**src/rtl/pit_pkg.sv**
```systemverilog
// Shared constants for the programmable interval timer: register map, CTRL bit
// positions and the byte-lane write merge used by the register file.
package pit_pkg;

  localparam int DATA_W     = 32;
  localparam int REG_CTRL   = 0;
  localparam int REG_PERIOD = 1;
  localparam int CTRL_EN    = 0;
  localparam int CTRL_IE    = 1;
  localparam int CTRL_RLD   = 2;

  function automatic logic [DATA_W-1:0] byte_merge(
    input logic [DATA_W-1:0]   old_val,
    input logic [DATA_W-1:0]   new_val,
    input logic [DATA_W/8-1:0] be
  );
    logic [DATA_W-1:0] res;
    res = old_val;
    for (int i = 0; i < DATA_W/8; i++) begin
      if (be[i]) res[8*i +: 8] = new_val[8*i +: 8];
    end
    return res;
  endfunction

endpackage

```
**src/rtl/pit_counter.sv**
```systemverilog
// Down-counter with optional auto-reload; emits a registered one-cycle irq pulse
// on each terminal count while interrupts are enabled.
module pit_counter
  import pit_pkg::*;
#(
  parameter int CNT_W = DATA_W
) (
  input  logic             clk,
  input  logic             reset,
  input  logic             en,
  input  logic             ie,
  input  logic             rld,
  input  logic [CNT_W-1:0] period,
  input  logic             load,
  input  logic [CNT_W-1:0] load_value,
  output logic             irq
);

  logic [CNT_W-1:0] count;
  logic             terminal;

  assign terminal = en && (count == CNT_W'(1));

  // A software load takes priority over both decrement and reload, but the
  // terminal event on the same edge still fires.
  always_ff @(posedge clk) begin
    if (reset) begin
      count <= '0;
      irq   <= 1'b0;
    end else begin
      irq <= terminal && ie;
      if (load) begin
        count <= load_value;
      end else if (terminal) begin
        count <= rld ? period : '0;
      end else if (en && (count > CNT_W'(1))) begin
        count <= count - CNT_W'(1);
      end
    end
  end

endmodule

```
**src/rtl/pit_top_level.sv**
```systemverilog
// PIT bus slave: CE decode, byte-enable CTRL/PERIOD registers, combinational
// read mux and acknowledges, driving the pit_counter core.
module pit_top_level
  import pit_pkg::*;
#(
  parameter int C_SLV_DWIDTH = 32,
  parameter int C_NUM_REG    = 2
) (
  input  logic                      Bus2IP_Clk,
  input  logic                      Bus2IP_Resetn,
  input  logic [C_SLV_DWIDTH-1:0]   Bus2IP_Data,
  input  logic [C_SLV_DWIDTH/8-1:0] Bus2IP_BE,
  input  logic [C_NUM_REG-1:0]      Bus2IP_RdCE,
  input  logic [C_NUM_REG-1:0]      Bus2IP_WrCE,
  output logic [C_SLV_DWIDTH-1:0]   IP2Bus_Data,
  output logic                      IP2Bus_RdAck,
  output logic                      IP2Bus_WrAck,
  output logic                      IP2Bus_Error,
  output logic                      IP_Interupt
);

  // CE vectors are MSB-first: the highest bit selects register 0.
  localparam int CE_CTRL   = C_NUM_REG - 1 - REG_CTRL;
  localparam int CE_PERIOD = C_NUM_REG - 1 - REG_PERIOD;

  logic [C_SLV_DWIDTH-1:0] ctrl;
  logic [C_SLV_DWIDTH-1:0] period;
  logic [C_SLV_DWIDTH-1:0] period_wr;
  logic                    wr_ctrl;
  logic                    wr_period;
  logic                    rd_ctrl;
  logic                    rd_period;

  assign wr_ctrl   = Bus2IP_WrCE[CE_CTRL];
  assign wr_period = Bus2IP_WrCE[CE_PERIOD];
  assign rd_ctrl   = Bus2IP_RdCE[CE_CTRL];
  assign rd_period = Bus2IP_RdCE[CE_PERIOD];

  assign period_wr = byte_merge(period, Bus2IP_Data, Bus2IP_BE);

  always_ff @(posedge Bus2IP_Clk) begin
    if (Bus2IP_Resetn) begin
      ctrl   <= '0;
      period <= '0;
    end else begin
      if (wr_ctrl)   ctrl   <= byte_merge(ctrl, Bus2IP_Data, Bus2IP_BE);
      if (wr_period) period <= period_wr;
    end
  end

  assign IP2Bus_Data  = ({C_SLV_DWIDTH{rd_ctrl}}   & ctrl) |
                        ({C_SLV_DWIDTH{rd_period}} & period);
  assign IP2Bus_RdAck = |Bus2IP_RdCE;
  assign IP2Bus_WrAck = |Bus2IP_WrCE;
  assign IP2Bus_Error = 1'b0;

  // The counter sees pre-edge CTRL, so a CTRL write takes effect one edge later;
  // a PERIOD write reloads the count with the merged value on the same edge.
  pit_counter #(
    .CNT_W (C_SLV_DWIDTH)
  ) u_counter (
    .clk        (Bus2IP_Clk),
    .reset      (Bus2IP_Resetn),
    .en         (ctrl[CTRL_EN]),
    .ie         (ctrl[CTRL_IE]),
    .rld        (ctrl[CTRL_RLD]),
    .period     (period),
    .load       (wr_period),
    .load_value (period_wr),
    .irq        (IP_Interupt)
  );

endmodule

```
**config.mk**
```make
export PLATFORM = sky130hd
export DESIGN_NAME = pit_top_level
export DESIGN_NICKNAME = d
export VERILOG_FILES = /design/src/rtl/pit_pkg.sv /design/src/rtl/pit_counter.sv /design/src/rtl/pit_top_level.sv
export SDC_FILE = /design/constraint.sdc
export NUM_CORES = 1
export LEC_CHECK = 0
export ABC_AREA = 1
export ABC_CLOCK_PERIOD_IN_PS = 2550
export CAP_MARGIN = 10
export CORE_ASPECT_RATIO = 2
export CORE_UTILIZATION = 40
export DETAILED_ROUTE_END_ITERATION = 7
export PLACE_DENSITY_LB_ADDON = 0.3
export SLEW_MARGIN = 20
export SYNTH_ARGS = -nofsm -noshare
export SYNTH_HDL_FRONTEND = slang
export SYNTH_HIERARCHICAL = 1
export SYNTH_SLANG_ARGS = --single-unit
```
**constraint.sdc**
```tcl
create_clock -name Bus2IP_Clk -period 2.55 [get_ports Bus2IP_Clk]
set_input_delay 0.3825 -clock Bus2IP_Clk [delete_from_list [all_inputs] [get_ports Bus2IP_Clk]]
set_output_delay 0.3825 -clock Bus2IP_Clk [all_outputs]
set_load 0.005 [all_outputs]
```
Word-level counts from Yosys, hierarchy flattened
Index checks and enable logic that the tools add are counted.
{ "op_classes": {"n_div": 0, "n_eq_ne": 1, "multipliers": 0, "n_lt_le_gt_ge": 1, "shifts": 0, "add_sub_neg": 1, "muxes": 8, "n_reduce_logical": 10, "n_bitwise": 3} }
{ "ops": {"columns": ["cell", "count"], "rows": [
  ["two-way mux 32 bit", 4],
  ["bitwise AND 32 bit", 2],
  ["equality test 32 x 1 -> 1 bit, second input constant", 1],
  ["> comparator 32 x 1 -> 1 bit, second input constant", 1],
  ["two-way mux 8 bit", 4],
  ["OR 32 bit", 1],
  ["subtractor 32 x 1 -> 32 bit, second input constant", 1],
  ["AND reduction 2 bit", 4],
  ["OR reduction 2 bit", 2],
  ["logical AND 1 bit", 3],
  ["nonzero test 3 bit", 1]
]} }
{ "totals": {"mem_count": 0, "elab_cells": 31, "in_bits": 42, "out_inout_bits": 36, "latch_bits": 0, "ram_bits": 0, "rom_bits": 0, "register_bits": 97} }

Depth between registers and ports, before layout
{ "depth": {"depth_word": 5, "ltp_mapped": 13, "ltp_nobuf": 13} }

Cells and area by module
Netlist, hierarchy kept.
{ "modules_own_cells": {"columns": ["module", "seq_area_each_um2", "cells_per_inst", "instances", "area_each_um2"], "rows": [
  ["pit_top_level", 1281.2, 555, 1, 3254.4],
  ["pit_counter", 660.6, 521, 1, 2919.0]
]} }

Worst setup path before layout
Ideal clock, no wire load.
{ "synth_path": {"path_type": "register to register", "startpoint": "reg u_counter.count[0]", "endpoint": "reg u_counter.count[21]", "n_path_buf": 1, "setup_time_ps": 132, "setup_slack_ps": 791, "synth_period_minus_slack_ps": 1759, "required_time_ps": 2418, "t_arrival_ps": 1627, "path_stages_with_launch": 13, "cell_sequence": "dfxtp_1 > inv_1 > ha_1 > nand2_2 > nor2_4 > nand2_2 > nor2_2 > nand2_2 > a21oi_4 > buf_4 > nor2_1 > nand2_1 > a21oi_1"} }
{ "synth_between": {"elab_chain_cells": 4, "elab_cells_between_ends": 9, "classes_between": "1 x add/sub; 1 x order compare; 1 x eq/ne; 3 x mux; 3 x reduce/logical"} }
{ "synth_lines": {"columns": ["element", "line", "rtl"], "rows": [
  ["start, declared", "pit_counter.sv:19", "logic [CNT_W-1:0] count;"],
  ["start signal, assigned", "pit_counter.sv:33", "count <= load_value;"],
  ["start signal, assigned", "pit_counter.sv:35", "count <= rld ? period : '0;"],
  ["start signal, assigned", "pit_counter.sv:37", "count <= count - CNT_W'(1);"],
  ["subtractor 32 x 1 -> 32 bit or equality test 32 x 1 -> 1 bit (tied branches)", "pit_counter.sv:37, pit_counter.sv:22", null],
  ["two-way mux 32 bit or logical AND 1 bit (tied branches)", "pit_counter.sv:36, pit_counter.sv:22", null],
  ["two-way mux 32 bit", "pit_counter.sv:34", "end else if (terminal) begin"],
  ["two-way mux 32 bit", "pit_counter.sv:32", "if (load) begin"]
]} }
Parallel ways exist; a longest one is shown, timed or not. The select of a mux whose other input is x is not followed.
A chain may end at the register's enable or synchronous reset.

Final worst setup path
{ "layout_path": {"startpoint": "in Bus2IP_RdCE[0]", "endpoint": "out IP2Bus_Data[7]"} }
{ "layout_between": {"elab_chain_cells": 2} }
{ "layout_lines": {"columns": ["element", "line", "rtl"], "rows": [
  ["start, declared", "pit_top_level.sv:13", "input logic [C_NUM_REG-1:0] Bus2IP_RdCE,"],
  ["bitwise AND 32 bit", "pit_top_level.sv:52", "({C_SLV_DWIDTH{rd_period}} & period);"],
  ["OR 32 bit", "pit_top_level.sv:51", "assign IP2Bus_Data = ({C_SLV_DWIDTH{rd_ctrl}} & ctrl) |"],
  ["end, declared", "pit_top_level.sv:15", "output logic [C_SLV_DWIDTH-1:0] IP2Bus_Data,"]
]} }
No other way between the ends.

==> summary.md <==
| Metric | Value |
|---|---|
| Commonest non-fill, non-tap cells in the layout | nand2_1 (373), nor2_1 (239), dfxtp_1 (97) |
| Yosys warns | 6 |
| Flop2flop setup slack | 370 ps |
| Final setup vio count | 0 |
| Worst Path Required | around 2200 ps |
| Yosys reg bits | 97 |
| Area Overhead vs Synth | 19.90% |
| Post-layout min period | between 2000 and 2500 ps |
| Core Area | roughly 0.015 sq mm |
| Clock Sinks | 97 |
| Initial Util | 0.4122 |
| Kind of critical path | in2out |
| Worst r2r src | u_counter/count[0] |
| I/O Buffers | 76 |
| Fin Clk Skew | around 13 ps |
| Layout cells sized above 1 | 0.05541 |
| Final cell count without fillers | roughly 1300 |
| Worst EP arrival | about 1800 ps |
| CTS H-tree lvls | 3 |
| Root Buffer | clkbuf_16 |
| Beginning of the worst hold path | Bus2IP_WrCE[0] |
| Inst Count DP | between 1000 and 1500 |
| CP endpoint kind | output port |
| Static Leak | 3.623 nW |
| Setup TNS | 0 ps |
| CTS Buffer Depth | 2 |
| CP Max Fanout | 32 |
| Antenna Nets Post-Route | 0 |
| Largest net degree at the start of global routing | 53 |
| Relative slew margins | 0.4596 |
| Mapped Avg Cell Area | ~5.7 sq um |
| Most common cell after layout, fill and taps aside | nand2_1 |
| Final WL | approximately 19000 microns |
| CTS clk-pin slew, worst paths | approximately 70 ps |
| Drt first-iter violations | 386 |
| R2R cell count | 12 |
| GR Util All Layers | 0.2393 |
| Power Dens Cells | ~600 mW/mm^2 |
| Diodes inserted | 0 |
| Ports | just under 80 |
| Final hold vios | 0 |
| CTS tree | built |
| Period utilisation layout | 0.8547 |
| Post-DP HPWL | roughly 14000 microns |
| Die footprint | about 0.016 sq mm |
| Mapped Area | 0.006173 sq mm |
| MaxCap Viol Count | 0 |
| Average wire per standard cell | 13.90 microns |
| Nets | approximately 1200 |
| Num CTS Buffers | 9 |
| Total Power | 0.004358 W |
| Via density | approximately 5 |
| DRT Pass-1 Iters | 5 |
| Mapped Nets | roughly 1100 |
| CTS resizes | 0 |
| Hold Path Sink | period[12] |
| Startpoint type of the worst setup path | input port |
| Area after DPL | a little over 0.007 sq mm |
| Die height | between 150 and 200 microns |
| Worst hold path cell count | 4 |
| Global-route wire length before repair | just over 30000 microns |
| Overflow after GRT | 0 |
| Cells after Synth | 1076 |
| Via count | 6643 |
| RSZ-0062 raised after global routing | false |
| Worst Hold Class | in2reg |
| Die width | roughly 90 microns |
| Max frequency | 458.8 MHz |
| Post-CTS Setup Repair Bufs | 0 |
| Least-Margin Pin Slew | a little over 800 ps |
| Max Slew Vio Count | 0 |
| Status | completed |
| DRC Markers | 0 |
| CTS Hold Bufs | 0 |
| Sequential-to-total area share from yosys stat | 0.3146 |
| Worst r2r dst | u_counter/count[18] |
| Clock Latency Late Sink | roughly 350 ps |
| Final instance area | 0.007402 sq mm |
| Initial antenna violation count | 0 |
| Post-layout util | 0.4942 |
| Worst VDD drop | 0.5539 mV |
| Gpl congestion | between 1 and 1.5 |
| Vias in the first global route | about 6300 |
| Row count | between 60 and 70 |
| Count of different cell masters after synthesis | 31 |
-- cells by family after synthesis --
logic type | share of synthesized area
AND/OR/NAND/NOR | 0.4937
XOR/XNOR | 0.01844
adder cells (fa/ha/maj) | 0.004053
AO/OA/AOI/OAI | 0.07681
flip-flops | 0.3146
other | 0.0006074
buffers and inverters | 0.09181
-- synthesized netlist by cell type (all sizes together) --
library cell,instances,share of area
nand4,22,0.022
or2,2,0.0020
o21bai,3,0.0036
o21ai,54,0.044
nor3,4,0.0032
clkinv,1,0.00061
xor2,12,0.017
nand3b,1,0.0012
nand2,382,0.24
ha,2,0.0041
inv,82,0.050
xnor2,1,0.0014
nand3,75,0.062
clkbuf,12,0.0073
dfxtp,97,0.31
buf,35,0.034
a21oi,34,0.029
and3,1,0.0010
conb,1,0.00061
nor2,254,0.17
and2,1,0.0010
-- critical path, stage by stage --
cell	delay, ps
clkdlybuf4s50_1	530
buf_12	200
nand2_1	100
nand2_1	70
clkdlybuf4s50_1	500
-- how the worst max path moves through the flow --
stage / slack (ps) / cells past startpoint / endpoint / start
floorplan: 790 / 12 / u_counter/count[21] / u_counter/count[0]
global placement: 350 / 5 / IP2Bus_Data[7] / Bus2IP_RdCE[0]
detailed placement: 350 / 5 / IP2Bus_Data[7] / Bus2IP_RdCE[0]
CTS: 350 / 5 / IP2Bus_Data[7] / Bus2IP_RdCE[0]
global route: 190 / 11 / u_counter/count[22] / u_counter/count[8]
finish: 370 / 5 / IP2Bus_Data[7] / Bus2IP_RdCE[0]
-- where the power goes --
part           internal (W)  switching [W]  total [W]  leakage, nW
sequential          0.00162       0.000113    0.00174        0.801
combinational      0.000439       0.000672    0.00111         2.67
clock              0.000914       0.000596    0.00151        0.155
total               0.00298        0.00138    0.00436         3.62
-- metrics by stage --
step / worst slack [ps] / hold slack [ps]
CTS: 349.3 / 389.5
global placement: 352.0 / 463.6
detailed placement: 349.6 / 473.5
global route: 191.1 / 440.2
floorplan: 790.9 / 454.9
finish: 370.4 / 396.8
-- flip-flops by register name, indices dropped and copies added (netlist names) --
signal and flops:
ctrl 32, period 32, u_counter/count 32, u_counter/irq 1
-- layer usage --
metal | routed length (microns) | global-route usage | part of all wire
met4 | 994 | 0.1441 | 0.054
met1 | 7851 | 0.2785 | 0.42
met3 | 598 | 0.02185 | 0.032
met5 | 0 | 0 | 0
met2 | 9065 | 0.4231 | 0.49
-- area by class of cell --
| type | count | area [sq um] |
|---|---|---|
| flip-flops and latches | 97 | 1942 |
| multi-input cells | 849 | 3665 |
| clock inverters | 4 | 75.07 |
| inverters | 83 | 311.5 |
| well taps | 195 | 244.0 |
| fillers | 1606 | 7575 |
| clock buffers | 12 | 256.5 |
| repair buffers | 92 | 908.4 |
Note: power is estimated with default switching activity, not from simulation.
